**src/rtl/mips_mc_pkg.sv**
```systemverilog
// mips_mc_pkg: shared constants and types for the multi-cycle MIPS core.
// Holds the instruction field codes, the FSM state enum and the ALU control codes.
package mips_mc_pkg;

  // Major opcodes, instruction bits [15:13]
  localparam logic [2:0] OP_RTYPE = 3'b000;
  localparam logic [2:0] OP_ADDI  = 3'b001;
  localparam logic [2:0] OP_LW    = 3'b010;
  localparam logic [2:0] OP_SW    = 3'b011;
  localparam logic [2:0] OP_BEQ   = 3'b100;
  localparam logic [2:0] OP_J     = 3'b101;
  localparam logic [2:0] OP_JAL   = 3'b110;
  localparam logic [2:0] OP_HALT  = 3'b111;

  // R-type function codes, instruction bits [3:0]
  localparam logic [3:0] FN_ADD = 4'd0;
  localparam logic [3:0] FN_SUB = 4'd1;
  localparam logic [3:0] FN_AND = 4'd2;
  localparam logic [3:0] FN_OR  = 4'd3;
  localparam logic [3:0] FN_SLT = 4'd4;
  localparam logic [3:0] FN_JR  = 4'd8;

  typedef enum logic [2:0] {
    ST_FETCH  = 3'd0,
    ST_DECODE = 3'd1,
    ST_EXEC   = 3'd2,
    ST_MEM    = 3'd3,
    ST_WB     = 3'd4,
    ST_HALT   = 3'd5
  } state_t;

  typedef enum logic [2:0] {
    ALU_ADD = 3'd0,
    ALU_SUB = 3'd1,
    ALU_AND = 3'd2,
    ALU_OR  = 3'd3,
    ALU_SLT = 3'd4
  } alu_ctrl_t;

  // Map an R-type funct onto an ALU operation; non-ALU functs fall back to add
  function automatic alu_ctrl_t funct_to_alu(input logic [3:0] funct);
    case (funct)
      FN_SUB:  return ALU_SUB;
      FN_AND:  return ALU_AND;
      FN_OR:   return ALU_OR;
      FN_SLT:  return ALU_SLT;
      default: return ALU_ADD;
    endcase
  endfunction

endpackage

```
**src/rtl/mips_mc_alu.sv**
```systemverilog
// mips_mc_alu: combinational DATA_W-wide ALU (add, sub, and, or, signed slt).
module mips_mc_alu
  import mips_mc_pkg::*;
#(
  parameter int DATA_W = 16
) (
  input  logic [DATA_W-1:0] a,
  input  logic [DATA_W-1:0] b,
  input  alu_ctrl_t         ctrl,
  output logic [DATA_W-1:0] result,
  output logic              zero
);

  // Select the operation; arithmetic wraps, slt compares as signed values
  always_comb begin
    result = '0;
    case (ctrl)
      ALU_ADD: result = a + b;
      ALU_SUB: result = a - b;
      ALU_AND: result = a & b;
      ALU_OR:  result = a | b;
      ALU_SLT: result = {{(DATA_W-1){1'b0}}, ($signed(a) < $signed(b))};
      default: result = '0;
    endcase
    zero = (result == '0);
  end

endmodule

```
**src/rtl/mips_multicycle.sv**
```systemverilog
// mips_multicycle: multi-cycle core for the 16-bit MIPS encoding with a DATA_W datapath
// and one shared request/ready memory port. Defining MIPS_MC_PERF_EN adds the
// instr_count output, a wrapping count of retired instructions.
module mips_multicycle
  import mips_mc_pkg::*;
#(
  parameter int                DATA_W   = 16,
  parameter logic [DATA_W-1:0] RESET_PC = '0
) (
  input  logic              clk,
  input  logic              reset,
  output logic              mem_req,
  output logic              mem_we,
  output logic [DATA_W-1:0] mem_addr,
  output logic [DATA_W-1:0] mem_wdata,
  input  logic [DATA_W-1:0] mem_rdata,
  input  logic              mem_ready,
  output logic [DATA_W-1:0] pc_out,
  output logic [DATA_W-1:0] alu_result,
  output logic              halted
`ifdef MIPS_MC_PERF_EN
  ,
  output logic [31:0]       instr_count
`endif
);

  state_t            r_state;
  logic [DATA_W-1:0] r_pc;
  logic [15:0]       r_ir;
  logic [DATA_W-1:0] r_a, r_b, r_alu_result, r_mdr;
  logic [DATA_W-1:0] r_regs [0:7];
  logic              r_mem_req, r_mem_we, r_halted;
  logic [DATA_W-1:0] r_mem_addr, r_mem_wdata;

  logic [2:0]        w_op, w_rs, w_rt, w_rd, w_rf_waddr;
  logic [3:0]        w_funct;
  logic [DATA_W-1:0] w_imm_ext, w_rs_data, w_rt_data, w_alu_b, w_alu_y;
  logic [DATA_W-1:0] w_branch_target, w_jump_target, w_exec_next_pc, w_rf_wdata;
  logic              w_alu_zero, w_is_jr, w_exec_to_fetch, w_exec_to_mem, w_rf_we;
  alu_ctrl_t         w_alu_ctrl;

  assign w_op      = r_ir[15:13];
  assign w_rs      = r_ir[12:10];
  assign w_rt      = r_ir[9:7];
  assign w_rd      = r_ir[6:4];
  assign w_funct   = r_ir[3:0];
  assign w_imm_ext = {{(DATA_W-7){r_ir[6]}}, r_ir[6:0]};
  assign w_rs_data = (w_rs == 3'd0) ? '0 : r_regs[w_rs];
  assign w_rt_data = (w_rt == 3'd0) ? '0 : r_regs[w_rt];

  // beq reuses the ALU as a subtractor so its zero flag is the equality test
  assign w_is_jr    = (w_op == OP_RTYPE) && (w_funct == FN_JR);
  assign w_alu_b    = (w_op == OP_RTYPE || w_op == OP_BEQ) ? r_b : w_imm_ext;
  assign w_alu_ctrl = (w_op == OP_RTYPE) ? funct_to_alu(w_funct) :
                      (w_op == OP_BEQ)   ? ALU_SUB : ALU_ADD;

  mips_mc_alu #(.DATA_W(DATA_W)) u_alu (
    .a      (r_a),
    .b      (w_alu_b),
    .ctrl   (w_alu_ctrl),
    .result (w_alu_y),
    .zero   (w_alu_zero)
  );

  // r_pc already holds pc+2 once the instruction has been fetched
  assign w_branch_target = r_pc + {w_imm_ext[DATA_W-2:0], 1'b0};
  assign w_jump_target   = {r_pc[DATA_W-1:14], r_ir[12:0], 1'b0};
  assign w_exec_to_fetch = (w_op == OP_BEQ) || (w_op == OP_J) || (w_op == OP_JAL) || w_is_jr;
  assign w_exec_to_mem   = (w_op == OP_LW) || (w_op == OP_SW);

  // Next PC for control-flow instructions leaving EXEC; jr forces an even target
  always_comb begin
    w_exec_next_pc = r_pc;
    case (w_op)
      OP_BEQ:       w_exec_next_pc = w_alu_zero ? w_branch_target : r_pc;
      OP_J, OP_JAL: w_exec_next_pc = w_jump_target;
      default:      w_exec_next_pc = w_is_jr ? {r_a[DATA_W-1:1], 1'b0} : r_pc;
    endcase
  end

  // Single register-file write port shared by WB and the jal link in EXEC
  always_comb begin
    w_rf_we    = 1'b0;
    w_rf_waddr = 3'd0;
    w_rf_wdata = '0;
    if (r_state == ST_WB) begin
      case (w_op)
        OP_RTYPE: begin
          w_rf_we    = (w_funct <= FN_SLT);
          w_rf_waddr = w_rd;
          w_rf_wdata = r_alu_result;
        end
        OP_ADDI: begin
          w_rf_we    = 1'b1;
          w_rf_waddr = w_rt;
          w_rf_wdata = r_alu_result;
        end
        OP_LW: begin
          w_rf_we    = 1'b1;
          w_rf_waddr = w_rt;
          w_rf_wdata = r_mdr;
        end
        default: w_rf_we = 1'b0;
      endcase
    end else if (r_state == ST_EXEC && w_op == OP_JAL) begin
      w_rf_we    = 1'b1;
      w_rf_waddr = 3'd7;
      w_rf_wdata = r_pc;
    end
  end

  // Register file; r0 is never written so it always reads zero
  always_ff @(posedge clk or negedge reset) begin
    if (!reset) begin
      for (int i = 0; i < 8; i++) r_regs[i] <= '0;
    end else if (w_rf_we && w_rf_waddr != 3'd0) begin
      r_regs[w_rf_waddr] <= w_rf_wdata;
    end
  end

  // Instruction sequencer; memory outputs are registered and raised on entry to FETCH/MEM
  always_ff @(posedge clk or negedge reset) begin
    if (!reset) begin
      r_state      <= ST_FETCH;
      r_pc         <= RESET_PC;
      r_ir         <= '0;
      r_a          <= '0;
      r_b          <= '0;
      r_alu_result <= '0;
      r_mdr        <= '0;
      r_mem_req    <= 1'b0;
      r_mem_we     <= 1'b0;
      r_mem_addr   <= '0;
      r_mem_wdata  <= '0;
      r_halted     <= 1'b0;
    end else begin
      case (r_state)
        ST_FETCH: begin
          if (r_mem_req && mem_ready) begin
            r_ir      <= mem_rdata[15:0];
            r_pc      <= r_pc + DATA_W'(2);
            r_mem_req <= 1'b0;
            r_state   <= ST_DECODE;
          end else begin
            r_mem_req  <= 1'b1;
            r_mem_we   <= 1'b0;
            r_mem_addr <= r_pc;
          end
        end
        ST_DECODE: begin
          r_a <= w_rs_data;
          r_b <= w_rt_data;
          if (w_op == OP_HALT) begin
            r_halted <= 1'b1;
            r_state  <= ST_HALT;
          end else begin
            r_state <= ST_EXEC;
          end
        end
        ST_EXEC: begin
          r_alu_result <= w_alu_y;
          if (w_exec_to_fetch) begin
            r_pc       <= w_exec_next_pc;
            r_mem_req  <= 1'b1;
            r_mem_we   <= 1'b0;
            r_mem_addr <= w_exec_next_pc;
            r_state    <= ST_FETCH;
          end else if (w_exec_to_mem) begin
            r_mem_req   <= 1'b1;
            r_mem_we    <= (w_op == OP_SW);
            r_mem_addr  <= w_alu_y;
            r_mem_wdata <= r_b;
            r_state     <= ST_MEM;
          end else begin
            r_state <= ST_WB;
          end
        end
        ST_MEM: begin
          if (mem_ready) begin
            r_mem_we <= 1'b0;
            if (w_op == OP_SW) begin
              r_mem_req  <= 1'b1;
              r_mem_addr <= r_pc;
              r_state    <= ST_FETCH;
            end else begin
              r_mdr     <= mem_rdata;
              r_mem_req <= 1'b0;
              r_state   <= ST_WB;
            end
          end
        end
        ST_WB: begin
          r_mem_req  <= 1'b1;
          r_mem_we   <= 1'b0;
          r_mem_addr <= r_pc;
          r_state    <= ST_FETCH;
        end
        ST_HALT: r_state <= ST_HALT;
        default: r_state <= ST_HALT;
      endcase
    end
  end

  assign mem_req    = r_mem_req;
  assign mem_we     = r_mem_we;
  assign mem_addr   = r_mem_addr;
  assign mem_wdata  = r_mem_wdata;
  assign pc_out     = r_pc;
  assign alu_result = r_alu_result;
  assign halted     = r_halted;

`ifdef MIPS_MC_PERF_EN
  logic [31:0] r_instr_count;
  logic        w_retire;

  assign w_retire = ((r_state == ST_EXEC) && w_exec_to_fetch) ||
                    ((r_state == ST_MEM) && mem_ready && (w_op == OP_SW)) ||
                    (r_state == ST_WB) ||
                    ((r_state == ST_DECODE) && (w_op == OP_HALT));

  // Retirement counter, wraps at 2^32
  always_ff @(posedge clk or negedge reset) begin
    if (!reset) r_instr_count <= '0;
    else if (w_retire) r_instr_count <= r_instr_count + 32'd1;
  end

  assign instr_count = r_instr_count;
`endif

endmodule

```
**config.mk**
```make
export PLATFORM = sky130hd
export DESIGN_NAME = mips_multicycle
export DESIGN_NICKNAME = d
export VERILOG_FILES = /design/src/rtl/mips_mc_pkg.sv /design/src/rtl/mips_mc_alu.sv /design/src/rtl/mips_multicycle.sv
export SDC_FILE = /design/constraint.sdc
export NUM_CORES = 1
export LEC_CHECK = 0
export CAP_MARGIN = 15
export CORE_UTILIZATION = 43
export CTS_BUF_LIST = sky130_fd_sc_hd__clkbuf_4 sky130_fd_sc_hd__clkbuf_8 sky130_fd_sc_hd__clkbuf_16
export CTS_CLUSTER_DIAMETER = 40
export DETAILED_ROUTE_END_ITERATION = 8
export PLACE_DENSITY_LB_ADDON = 0.25
export SLEW_MARGIN = 20
export SYNTH_ARGS = -nofsm -noshare
export SYNTH_HDL_FRONTEND = slang
export SYNTH_SLANG_ARGS = --single-unit
```
**constraint.sdc**
```tcl
create_clock -name clk -period 6.7 [get_ports clk]
set_input_delay 1.34 -clock clk [delete_from_list [all_inputs] [get_ports clk]]
set_output_delay 1.34 -clock clk [all_outputs]
set_load 0.05 [all_outputs]
```
=== Word-level counts from Yosys, hierarchy flattened ===
Index checks and enable logic that the tools add are counted.

* Flip-flop bits (word level): 262
* Bits in latches: 0
* Bits in writable memories: 0
* ROM bits: 0
* Output and inout bits: 67
* Memories: 0

* Add/subtract/negate cells: 4
* Multipliers: 0
* Divide/modulo/power cells: 0
* Magnitude comparators: 6
* Eq/ne operators: 26
* Shift operators: 0
* Muxes and demuxes: 55
* Bitwise logic cells: 7
* Reduce and logical (&&, ||, !) cells: 31

{| class="wikitable"
|+ Operators by type and width
! kind !! number
|-
| $mux 16 || 19
|-
| $bwmux 128 || 1
|-
| $bmux 16 s3 || 2
|-
| $pmux 16 s2 || 3
|-
| $pmux 16 s5 || 1
|-
| $pmux 16 s4 || 1
|-
| $demux 16 s3 || 1
|-
| $add 16x16->16 || 2
|-
| $mux 3 || 9
|-
| $eq 3x2->1 const B || 6
|-
| $eq 3x3->1 const B || 6
|-
| $add 16x2->16 const B || 1
|-
| $and 16x16->16 || 1
|-
| $logic_not 16->1 || 1
|-
| $lt 16x16->1 || 1
|-
| $or 16x16->16 || 1
|-
| $sub 16x16->16 || 1
|-
| $logic_not 3->1 || 5
|-
| $pmux 3 s5 || 1
|-
| $ge 4x4->1 const B || 3
|-
| $mux 1 || 12
|-
| $not 3->4 || 3
|-
| $pmux 3 s4 || 1
|-
| $reduce_and 3->1 || 4
|-
| 22 further kinds || 43
|}

=== Depth between registers and ports, before layout ===
* Depth after elaboration: 10
* Mapped depth: 22
* Mapped depth without buffers: 18

=== Hierarchy ===
From an unflattened synthesis, not the netlist that was laid out.

* Cell total of the unflattened synthesis: 1795
* Area, all modules: 15785.1 um2

{| class="wikitable"
|+ By module, submodules not included
! module !! times used !! cells an instance !! area an instance (um2)
|-
| mips_multicycle || 1 || 1463 || 13461.7
|-
| mips_mc_alu || 1 || 332 || 2323.5
|}

=== Worst setup path after synthesis ===
OpenSTA, ideal clock, no wires.

* Path kind: reg2reg
* From: reg r_ir[14]
* To: reg r_mem_addr[9] (netlist: mem_addr[9])
* Library setup time: 132 ps
* Arrival time: 4756 ps
* Setup slack: 1812 ps
* Stages on the path, launching flop included: 21
* Clock period less this slack: 4888 ps
* Cell sequence: dfrtp_1 buf_2 nor2_1 clkbuf_1 buf_1 a21o_1 ha_1 inv_1 fa_1 nor2b_1 o21ai_0 a2111oi_0 o41ai_1 xor2_1 a22oi_1 nand4_1 nor4_2 nand4_4 mux2_4 a221oi_2 o21ai_1

* Longest elaborated chain between the ends: 10
* Elaborated cells on any way between the ends: 37
* Classes of those cells: add/sub (2); order compare (1); eq/ne (11); mux (10); bitwise (2); reduce/logical (11)

{| class="wikitable"
|+ RTL lines
! item !! line !! source
|-
| start: declaration || mips_multicycle.sv:29 || <nowiki>logic [15:0] r_ir;</nowiki>
|-
| start signal: assignment || mips_multicycle.sv:140 || <nowiki>r_ir <= mem_rdata[15:0];</nowiki>
|-
| $eq 3x3->1 / $logic_not 3->1 (equally long branches) || n/a ||
|-
| $logic_or 1x1->1 / $mux 1 (equally long branches) || mips_multicycle.sv:53, mips_multicycle.sv:55 ||
|-
| $mux 16 / $mux 3 (equally long branches) || mips_multicycle.sv:53, mips_multicycle.sv:54 ||
|-
| $sub 16x16->16, or another cell as far along || mips_mc_alu.sv:19 || <nowiki>ALU_SUB: result = a - b;</nowiki>
|-
| $pmux 16 s5 || mips_mc_alu.sv:17 || <nowiki>case (ctrl)</nowiki>
|-
| $logic_not 16->1 || mips_mc_alu.sv:25 || <nowiki>zero = (result == '0);</nowiki>
|-
| $mux 16 || mips_multicycle.sv:75 || <nowiki>OP_BEQ: w_exec_next_pc = w_alu_zero ? w_branch_target : r_pc;</nowiki>
|-
| $pmux 16 s2 || mips_multicycle.sv:74 || <nowiki>case (w_op)</nowiki>
|-
| $mux 16 || mips_multicycle.sv:162 || <nowiki>if (w_exec_to_fetch) begin</nowiki>
|-
| $pmux 16 s4 || mips_multicycle.sv:137 || <nowiki>case (r_state)</nowiki>
|-
| end signal: assignment || mips_multicycle.sv:147 || <nowiki>r_mem_addr <= r_pc;</nowiki>
|-
| end signal: assignment || mips_multicycle.sv:166 || <nowiki>r_mem_addr <= w_exec_next_pc;</nowiki>
|-
| end signal: assignment || mips_multicycle.sv:171 || <nowiki>r_mem_addr <= w_alu_y;</nowiki>
|-
| end: declaration || mips_multicycle.sv:33 || <nowiki>logic [DATA_W-1:0] r_mem_addr, r_mem_wdata;</nowiki>
|}

Several ways; a longest one is shown, not always the timed one. The select of a mux whose other input is x is not followed.
A chain may end at the register's enable or synchronous reset.

=== Worst setup path after layout ===
* From: reg r_ir[13]
* To: reg r_mem_addr[15] (netlist: mem_addr[15])

Same word-level chain as after synthesis.

==> run summary <==
worst slew pin tran -> 1066 ps
clock skew -> 27.30 ps
Post-synth EDFFs -> 0
main combinational cell family by area after synthesis -> compound AO/OA/AOI/OAI gates
boundary pin count -> 86
input/output buffers -> 85
Final Critical Period -> 5781 ps
Setup WS post-layout -> 918.6 ps
post-layout util -> 51.41%
most frequent cell after synthesis -> nand2_1
DP Worst Slack -> 1034 ps
Core Box Area -> 35660 sq um
Nets -> 1919
crit-path max FO -> 24
Mapped Area -> 15580 sq um
worst path bufs/invs -> 1
post-synthesis mux area share -> 10.58%
setup TNS -> 0 ps
Max IR drop VDD -> 316.4 uV
Site Rows -> 69
CP delay by family, top -> simple AND/OR/NAND/NOR gates
PD cells -> 485.8 nW/um^2
Initial Util -> 43.70%
RSZ-0062 raised after global routing -> no
residual DRC count -> 5
cell breakdown of the critical path -> or2_2 -> and2_1 -> a21o_1 -> inv_1 -> ha_1 -> nor2_1 -> nand3_1 -> a2111oi_1 -> o311ai_0 -> a31oi_1 -> a211oi_1 -> nor3_1 -> and3_1 -> nand3_2 -> nor2b_1 -> o22ai_1 -> a211o_1
Vias -> 14130
post-synth top area share -> 39.51%
total number of yosys warnings -> 0
CTS Buf Count -> 43
first drt pass iteration count -> 9
Final Non-Filler Cells -> 2324
Final Max Slew Viols -> 0
Cell variety after synth -> 71
cts repair resizes -> 0
Synth Area in Compound Gates -> 21.03%
first-pass GRT wire length -> 81790 microns
CTS max path bufs -> 3
antenna violations before repair -> 2
Max-Cap Viols -> 0
final period utilization -> 86.29%
CTS tree -> done
Area growth, synth to finish -> 17.64%
die boundary height -> 192.4 microns
status -> complete, but fails checks
f_max -> 0.1730 GHz
layout cells sized above 1 -> 12.78%
post-detail-place hpwl -> 37060 microns
grt total ovfl -> 0
#FFs+latches synth -> 246
ANT nets after route -> 0
largest net degree at the start of global routing -> 132
critical path's slowest cell -> a2111oi_1
post-route cell area -> 18330 sq um
Synth Area in XOR/XNOR -> 1.180%
asr flop ratio synth -> 100.0%
Flop pwr share -> 26.0%
Cell Area, Placed -> 16800 sq um
clock slew at reported path FFs -> 50 ps
wire length after detailed routing -> 53610 microns
CP startpoint kind -> register
H-Tree Depth -> 2
gpl congestion -> 0.9395
area leader, netlist -> dfrtp_1
Net Sw Power -> 4.210 mW
area of the die -> 37000 sq um
Mapped Avg Cell Area -> 8.667 sq um
diode count -> 0
Min-Delay Path Class -> reg -> reg
Req. time, crit path -> 7150 ps
setup repair bufs after CTS -> 0
Synth Area in Simple Gates -> 17.36%
routed len/inst -> 23.07 microns
clock sink total -> 246
CP max stage delay -> 610 ps
Synth Area in Adders -> 5.685%
most common library cells after synthesis -> nand2_1, dfrtp_1, nor2_1
final setup violation count -> 0
Seq/Total Area, Yosys -> 39.51%
hold buffer count at cts -> 0
CP Data Arrival Time -> 6230 ps
sw frac -> 47.28%
hold slack -> 480.7 ps
Most used DFF post-synth -> dfrtp_1
Int Pwr -> 4.694 mW
number of global-route vias before repair -> 13500
CP Capture Type -> register
Post-Syn Instances -> 1798
failing checks -> design-rule violations
Static Leak -> 7.903 nW
power share of the combinational group -> 48.5%
critical path class -> reg -> reg
max_slew headroom -> 28.59%
synthesized net count -> 1886
Placed Cells -> 2246
clock root buffer master -> clkbuf_16
power share of the clock group -> 25.5%
Vias/cell -> 6.081
Total Power -> 8.905 mW
Skew-Pair Late Insertion Delay -> 580 ps
Final Hold Vio Count -> 0
top cells by area, synth -> dfrtp_1, nand2_1, a21oi_1, ha_1, o21ai_0
GRT Util Overall -> 29.42%
initial drt markers -> 1345
Die X -> 192.4 microns
## worst min-delay path: stages, from the launching register on
cell,delay (ps)
dfrtp_1,340
nand2_1,50
nand3_1,60
## logic make-up (layout without fill, tap and decap cells)
logic type,count (synthesis),in the layout
xor gates and xnor gates,21,21
adders and majority gates,69,69
and+or+nand+nor,621,621
DFF,246,246
muxes,116,116
AOI/OAI and AO/OA,538,538
buffers and inverters,187,252
## per-layer routing
metal	vias to the layer above	track usage [%]	part of all wire [%]	wire length, microns
li1	6462	-	-	-
met1	6854	40.99	43	23230
met2	691	44.31	44	23460
met3	123	6.565	9.5	5087
met4	2	11.39	3.4	1816
met5	-	0	0.021	11
## worst paths after layout
kind / from / to / slack, ps / cells after the start
max in group asynchronous: reset / r_ir[7] / 4950 / 2
setup reg to reg: r_ir[13] / mem_addr[15] / 920 / 17
hold reg to reg: mem_addr[3] / mem_addr[3] / 480 / 2
setup / recovery: r_ir[13] / mem_addr[15] / 920 / 17
hold / removal: mem_addr[3] / mem_addr[3] / 480 / 2
min in group asynchronous: reset / r_regs[24] / 680 / 1
## state kept, by name, summed over array words and instances, names as in the netlist
signal,count
r_ir,16
r_mdr,16
alu_result,16
mem_wdata,16
r_b,16
mem_req,1
mem_we,1
mem_addr,16
r_a,16
halted,1
pc_out,16
r_state,3
r_regs,112
## cells in the final DEF, fill, tap and decap left out, types with 7 or more instances in the layout
cell,netlist,routed
o31ai_1,11,11
clkbuf_16,0,43
o21ai_0,153,153
o211ai_1,21,21
mux2i_1,17,17
nand3_1,28,28
inv_1,57,57
mux2_2,66,66
clkdlybuf4s50_1,0,84
nand4_1,11,11
o22ai_1,8,7
nor3_1,27,24
nor2b_1,16,14
ha_1,66,66
a22oi_1,53,53
and3_1,13,13
nor2_1,183,183
nand2_1,287,287
a21o_1,16,16
o21a_1,12,12
buf_4,2,31
and2_1,8,8
xnor2_1,17,17
a21oi_1,172,172
o21bai_1,7,7
nand2b_1,10,9
a31oi_1,21,21
mux4_2,32,32
dfrtp_1,246,244
a211oi_1,19,19
## area by class of cell
cell class                      count  area, sq um
Fill cell                        3310        17320
Multi-Input combinational cell   1365         8761
Sequential cell                   246         6158
Clock buffer                       51         1167
Timing Repair Buffer              118         1136
Tap cell                          461        576.8
Clock inverter                     26        317.8
Inverter                           57        214.0
## power groups by stage
| stage | sequential, mW | clock (mW) | combinational [mW] |
|---|---|---|---|
| 2_1_floorplan | 2.44 | 0 | 2.64 |
| 3_3_place_gp | 2.29 | 0 | 4.17 |
| 3_5_place_dp | 2.30 | 0 | 4.21 |
| 4_1_cts | 2.28 | 2.30 | 4.23 |
| 5_1_grt | 2.33 | 2.37 | 4.64 |
| 6_report | 2.31 | 2.27 | 4.32 |
(Power assumes the default switching activity.)
